--- src/rtl/button_debounce_pkg.sv ---
// Shared board constants for the push-button front end.
package button_debounce_pkg;

  // Default log2 stable-time requirement, in clocks, for board buttons.
  localparam int BUTTON_DEBOUNCE_LGWAIT_DEFAULT = 17;

endpackage : button_debounce_pkg

--- src/rtl/button_debounce_chan.sv ---
// One button channel: 2-FF synchronizer, stable-time counter, debounced
// state bit and (when BUTTON_DEBOUNCE_EVENTS_EN is defined) press/release
// event flops. The *_nxt outputs are the pre-register event terms so the
// top can register a combined event aligned with o_press/o_release.
module button_debounce_chan
  import button_debounce_pkg::*;
#(
  parameter int LGWAIT = BUTTON_DEBOUNCE_LGWAIT_DEFAULT
) (
  input  logic i_clk,
  input  logic i_reset,
  input  logic i_in,
  output logic o_debounced
`ifdef BUTTON_DEBOUNCE_EVENTS_EN
  , output logic o_press
  , output logic o_release
  , output logic o_press_nxt
  , output logic o_release_nxt
`endif
);

  logic              r_sync1;
  logic              r_sync2;
  logic              r_deb;
  logic [LGWAIT-1:0] r_cnt;
  logic              w_cnt_max;
  logic              w_flip;

  assign w_cnt_max = &r_cnt;
  // Flip only once the mismatch has persisted through the all-ones count.
  assign w_flip    = (r_sync2 != r_deb) && w_cnt_max;

  // Synchronizer, stable-time counter and debounced state.
  always_ff @(posedge i_clk or posedge i_reset) begin
    if (i_reset) begin
      r_sync1 <= 1'b0;
      r_sync2 <= 1'b0;
      r_cnt   <= '0;
      r_deb   <= 1'b0;
    end else begin
      r_sync1 <= i_in;
      r_sync2 <= r_sync1;
      if (r_sync2 == r_deb) begin
        r_cnt <= '0;
      end else if (!w_cnt_max) begin
        r_cnt <= r_cnt + LGWAIT'(1);
      end else begin
        r_deb <= r_sync2;
        r_cnt <= '0;
      end
    end
  end

  assign o_debounced = r_deb;

`ifdef BUTTON_DEBOUNCE_EVENTS_EN
  logic r_press;
  logic r_release;

  assign o_press_nxt   = w_flip &  r_sync2;
  assign o_release_nxt = w_flip & ~r_sync2;

  // Event flops, updated on the same edge as the debounced state.
  always_ff @(posedge i_clk or posedge i_reset) begin
    if (i_reset) begin
      r_press   <= 1'b0;
      r_release <= 1'b0;
    end else begin
      r_press   <= o_press_nxt;
      r_release <= o_release_nxt;
    end
  end

  assign o_press   = r_press;
  assign o_release = r_release;
`else
  logic w_flip_unused;
  assign w_flip_unused = w_flip;
`endif

endmodule : button_debounce_chan

--- src/rtl/button_debounce.sv ---
// NIN-channel button synchronizer/debouncer with optional press/release
// event pulses. Define BUTTON_DEBOUNCE_EVENTS_EN to build the event
// outputs; otherwise o_press, o_release and o_event are tied to 0.
module button_debounce
  import button_debounce_pkg::*;
#(
  parameter int NIN    = 8,
  parameter int LGWAIT = BUTTON_DEBOUNCE_LGWAIT_DEFAULT
) (
  input  logic           i_clk,
  input  logic           i_reset,
  input  logic [NIN-1:0] i_in,
  output logic [NIN-1:0] o_debounced,
  output logic [NIN-1:0] o_press,
  output logic [NIN-1:0] o_release,
  output logic           o_event
);

`ifdef BUTTON_DEBOUNCE_EVENTS_EN
  logic [NIN-1:0] w_press_nxt;
  logic [NIN-1:0] w_release_nxt;
  logic           r_event;
`endif

  for (genvar g = 0; g < NIN; g++) begin : g_chan
    button_debounce_chan #(
      .LGWAIT (LGWAIT)
    ) u_chan (
      .i_clk         (i_clk),
      .i_reset       (i_reset),
      .i_in          (i_in[g]),
      .o_debounced   (o_debounced[g])
`ifdef BUTTON_DEBOUNCE_EVENTS_EN
      , .o_press       (o_press[g])
      , .o_release     (o_release[g])
      , .o_press_nxt   (w_press_nxt[g])
      , .o_release_nxt (w_release_nxt[g])
`endif
    );
  end

`ifdef BUTTON_DEBOUNCE_EVENTS_EN
  // Combined event, registered from the pre-register terms so it lines up
  // with the per-channel pulses.
  always_ff @(posedge i_clk or posedge i_reset) begin
    if (i_reset) begin
      r_event <= 1'b0;
    end else begin
      r_event <= (|w_press_nxt) | (|w_release_nxt);
    end
  end

  assign o_event = r_event;
`else
  assign o_press   = '0;
  assign o_release = '0;
  assign o_event   = 1'b0;
`endif

endmodule : button_debounce

--- config.mk ---
export PLATFORM = sky130hd
export DESIGN_NAME = button_debounce
export DESIGN_NICKNAME = d
export VERILOG_FILES = /design/src/rtl/button_debounce_pkg.sv /design/src/rtl/button_debounce_chan.sv /design/src/rtl/button_debounce.sv
export SDC_FILE = /design/constraint.sdc
export NUM_CORES = 1
export LEC_CHECK = 0
export BUFFER_PORTS_ARGS = -buffer_cell sky130_fd_sc_hd__buf_2
export CAP_MARGIN = 20
export CORE_UTILIZATION = 60
export DETAILED_ROUTE_END_ITERATION = 8
export GPL_TIMING_DRIVEN = 1
export PLACE_DENSITY = 0.78
export SYNTH_ARGS = -nofsm -noshare
export SYNTH_HDL_FRONTEND = slang
export SYNTH_SLANG_ARGS = --single-unit
--- constraint.sdc ---
create_clock -name i_clk -period 9.65 [get_ports i_clk]
set_clock_uncertainty 0.15 [all_clocks]
set_input_delay 1.93 -clock i_clk [delete_from_list [all_inputs] [get_ports i_clk]]
set_output_delay 1.93 -clock i_clk [all_outputs]
set_load 0.03 [all_outputs]
==> metrics.csv <==
stage,metric,value,unit
status,status,completed,
flow_run,cap_violations,0,
timing,setup_violations,0,
synth,ys_ff_latch,160,
timing,slew_headroom,0.433,
timing,finalCriticalPeriod,3.18,ns
clocking,tritoncts,done,
drt,viasPerCell,5.49,
synth,synth_area,0.00748,mm²
timing,min_period_over_period,0.330,
setup_path,worstPathCellList,buf_2 -> inv_6 -> buf_4,
power_and_ir_drop,power,0.00144,W
synth,synthCells,740,
finish,final_common_cell,dfrtp_1,
finish,insertedDiodeCount,0,
floorplan,rows,40,
finish,syn_to_final_growth,9.28,%
finish,drive_gt1_frac,0.0890,
clocking,holdBufCountCts,0,
setup_path,worstRegToRegCells,6,
setup_path,cpPeakStageDelay,0.75,ns
floorplan,start_util,0.620,
synth,syn_area_per_cell,10.1,µm²
setup_path,crit_arrival,3.48,ns
timing,drv_slew,0,
clocking,clkSinkCount,160,
setup_path,setup.worst_path.end_class,async pin,
drt,wl,12400,µm
clocking,cts_buffers,17,
floorplan,die_h,114,µm
setup_path,path_depth,3,
setup_path,path_class,in2async,
synth,ys_warn_count,0,
timing,timing_hold_violations_final,0,
global_routing,grt_pass1_wl,21700,µm
clocking,htreeDepth,4,
timing,worstMarginPinSlew,0.851,ns
global_routing,grtUsageTotal,0.211,
power_and_ir_drop,power_density,176,mW/mm²
synth,ys_seq_area_frac,0.535,
drt,final_antenna_net_count,0,
worst_hold_path,hp-class,reg2reg,
synth,synthArstFlopShare,1.00,
clocking,cts-resized-gates,0,
setup_path,worst-path-buf-inv,3,
worst_hold_path,hold_path_depth,0,
floorplan,core,0.0121,mm²
synth,synth-main-ff-cell,dfrtp_1,
clocking,clockRootBuffer,clkbuf_16,
setup_path,start_kind,primary input,
global_routing,grt_max_degree,98,
drt,dr.first_iter.drc_count,254,
floorplan,design.die.area,0.0129,mm²
clocking,post-cts-setup-buffers,0,
placed_design,place.gp.congestion,0.762,
drt,post_drt_wl_per_cell,13.4,µm
drt,remaining_drc_errors,0,
power_and_ir_drop,ir_drop,0.123,mV
global_routing,grt_overflow,0,
finish,multiInputGateArea,0.00317,mm²
global_routing,grt_antenna_before_repair,0,
finish,nNetsFinal,766,
clocking,cts.reportedPaths.clkPinSlew,0.06,ns
finish,regArea,0.00400,mm²
setup_path,critPathTopFamily,buffers and inverters,
floorplan,fp.dieW,114,µm
timing,clock.fmax,314,MHz
clocking,cts_buffer_depth,2,
timing,rsz0062_at_grt,no,
timing,setup_tns,0,ns
global_routing,grt_pass1_vias,4980,
placed_design,io_buffer_count,17,
floorplan,ioPinCount,35,
setup_path,cp.required,9.95,ns
power_and_ir_drop,leakagePower,3.54,nW
finish,n_fill_cell,891,
setup_path,cp_max_fo,97,
setup_path,crit_slowest_cell,buf_4,
placed_design,dp_hpwl,8230,µm
clocking,clk_latency,0.42,ns
synth,ys_types,35,
drt,drt_pre_antenna_iters,4,
drt,via_count,5060,
finish,final_cell_mix,"dfrtp_1, nor2_1, nand3_1, xor2_1, xnor2_1",
synth,synth_edf_count,0,
==> final timing paths <==
path                                              start                         end  slack, ns
max                                             i_reset   g_chan[4].u_chan.r_cnt[8]       6.47
min                            g_chan[4].u_chan.r_sync1    g_chan[4].u_chan.r_sync2       0.19
max reg2reg                   g_chan[3].u_chan.r_cnt[2]  g_chan[3].u_chan.r_cnt[14]       6.93
min reg2reg                    g_chan[4].u_chan.r_sync1    g_chan[4].u_chan.r_sync2       0.19
max in group i_clk         g_chan[7].u_chan.o_debounced              o_debounced[7]       6.56
min in group asynchronous                       i_reset  g_chan[0].u_chan.r_cnt[14]       1.52
==> state kept, by name, summed over array words and instances, names as in the netlist <==
| signal | cells |
|---|---|
| g_chan.u_chan.r_sync2 | 8 |
| g_chan.u_chan.o_debounced | 8 |
| g_chan.u_chan.r_cnt | 136 |
| g_chan.u_chan.r_sync1 | 8 |
==> power breakdown <==
part / internal, W / leakage [nW] / switching (W)
clock network: 0.000448 / 0.305 / 0.000246
logic: 0.0000122 / 1.06 / 0.0000394
registers: 0.000683 / 2.18 / 0.00000938
total: 0.00114 / 3.54 / 0.000295
==> per-stage QoR <==
stage | hold WS (ns) | instances | instance area, µm² | setup slack [ns] | util
after floorplan | 0.181 | 756 | 7540 | 3.25 | -
after global placement | 0.182 | 889 | 7550 | 6.00 | 0.626
after detailed placement | 0.186 | 889 | 7550 | 5.96 | 0.626
after CTS | 0.198 | 921 | 8170 | 6.40 | 0.678
after global routing | 0.205 | 921 | 8170 | 6.18 | 0.678
final | 0.191 | 921 | 8170 | 6.47 | 0.678
==> per-layer routing <==
layer / vias up / share of wire / GRT usage
met2: 69 / 0.51 / 0.355
met4: 0 / 0.015 / 0.0746
met3: 18 / 0.027 / 0.0659
li1: 2477 / - / -
met1: 2496 / 0.45 / 0.258
met5: - / 0 / 0
==> area by class of cell <==
type | instances | share of cell area
clock buffers | 28 | 0.0644
inverters | 19 | 0.00934
multi-input cells | 524 | 0.388
clock inverters | 4 | 0.0116
repair buffers | 18 | 0.0113
well taps | 168 | 0.0257
flip-flops and latches | 160 | 0.490
==> cells by family (layout without fill, tap and decap cells) <==
family          after synthesis  in the layout  share of synthesized area
mux                           9              9                     0.0134
xor+xnor                     93             93                      0.109
flops                       160            160                      0.535
fa+ha+maj                    16             16                     0.0268
other cells                   1             17                   0.000501
simple gates                338            338                      0.230
compound gates               51             51                     0.0365
buf+inv                      72             69                     0.0490
==> synthesized netlist by cell type (9+ instances only) <==
| master | instances | share of area |
|---|---|---|
| xor2_1 | 48 | 0.056 |
| dfrtp_1 | 160 | 0.54 |
| and4_1 | 11 | 0.013 |
| nand4_1 | 25 | 0.021 |
| buf_4 | 25 | 0.025 |
| inv_1 | 19 | 0.0095 |
| xnor2_1 | 45 | 0.053 |
| nor4_1 | 15 | 0.013 |
| or3_1 | 21 | 0.018 |
| and2_1 | 13 | 0.011 |
| ha_1 | 16 | 0.027 |
| nor3_1 | 20 | 0.013 |
| a21oi_1 | 24 | 0.016 |
| clkbuf_1 | 26 | 0.013 |
| o21ai_0 | 20 | 0.013 |
| nor2_1 | 111 | 0.056 |
| nand3_1 | 48 | 0.032 |
| nand2_1 | 36 | 0.018 |
| or2_2 | 9 | 0.0075 |
(Power assumes the default switching activity.)
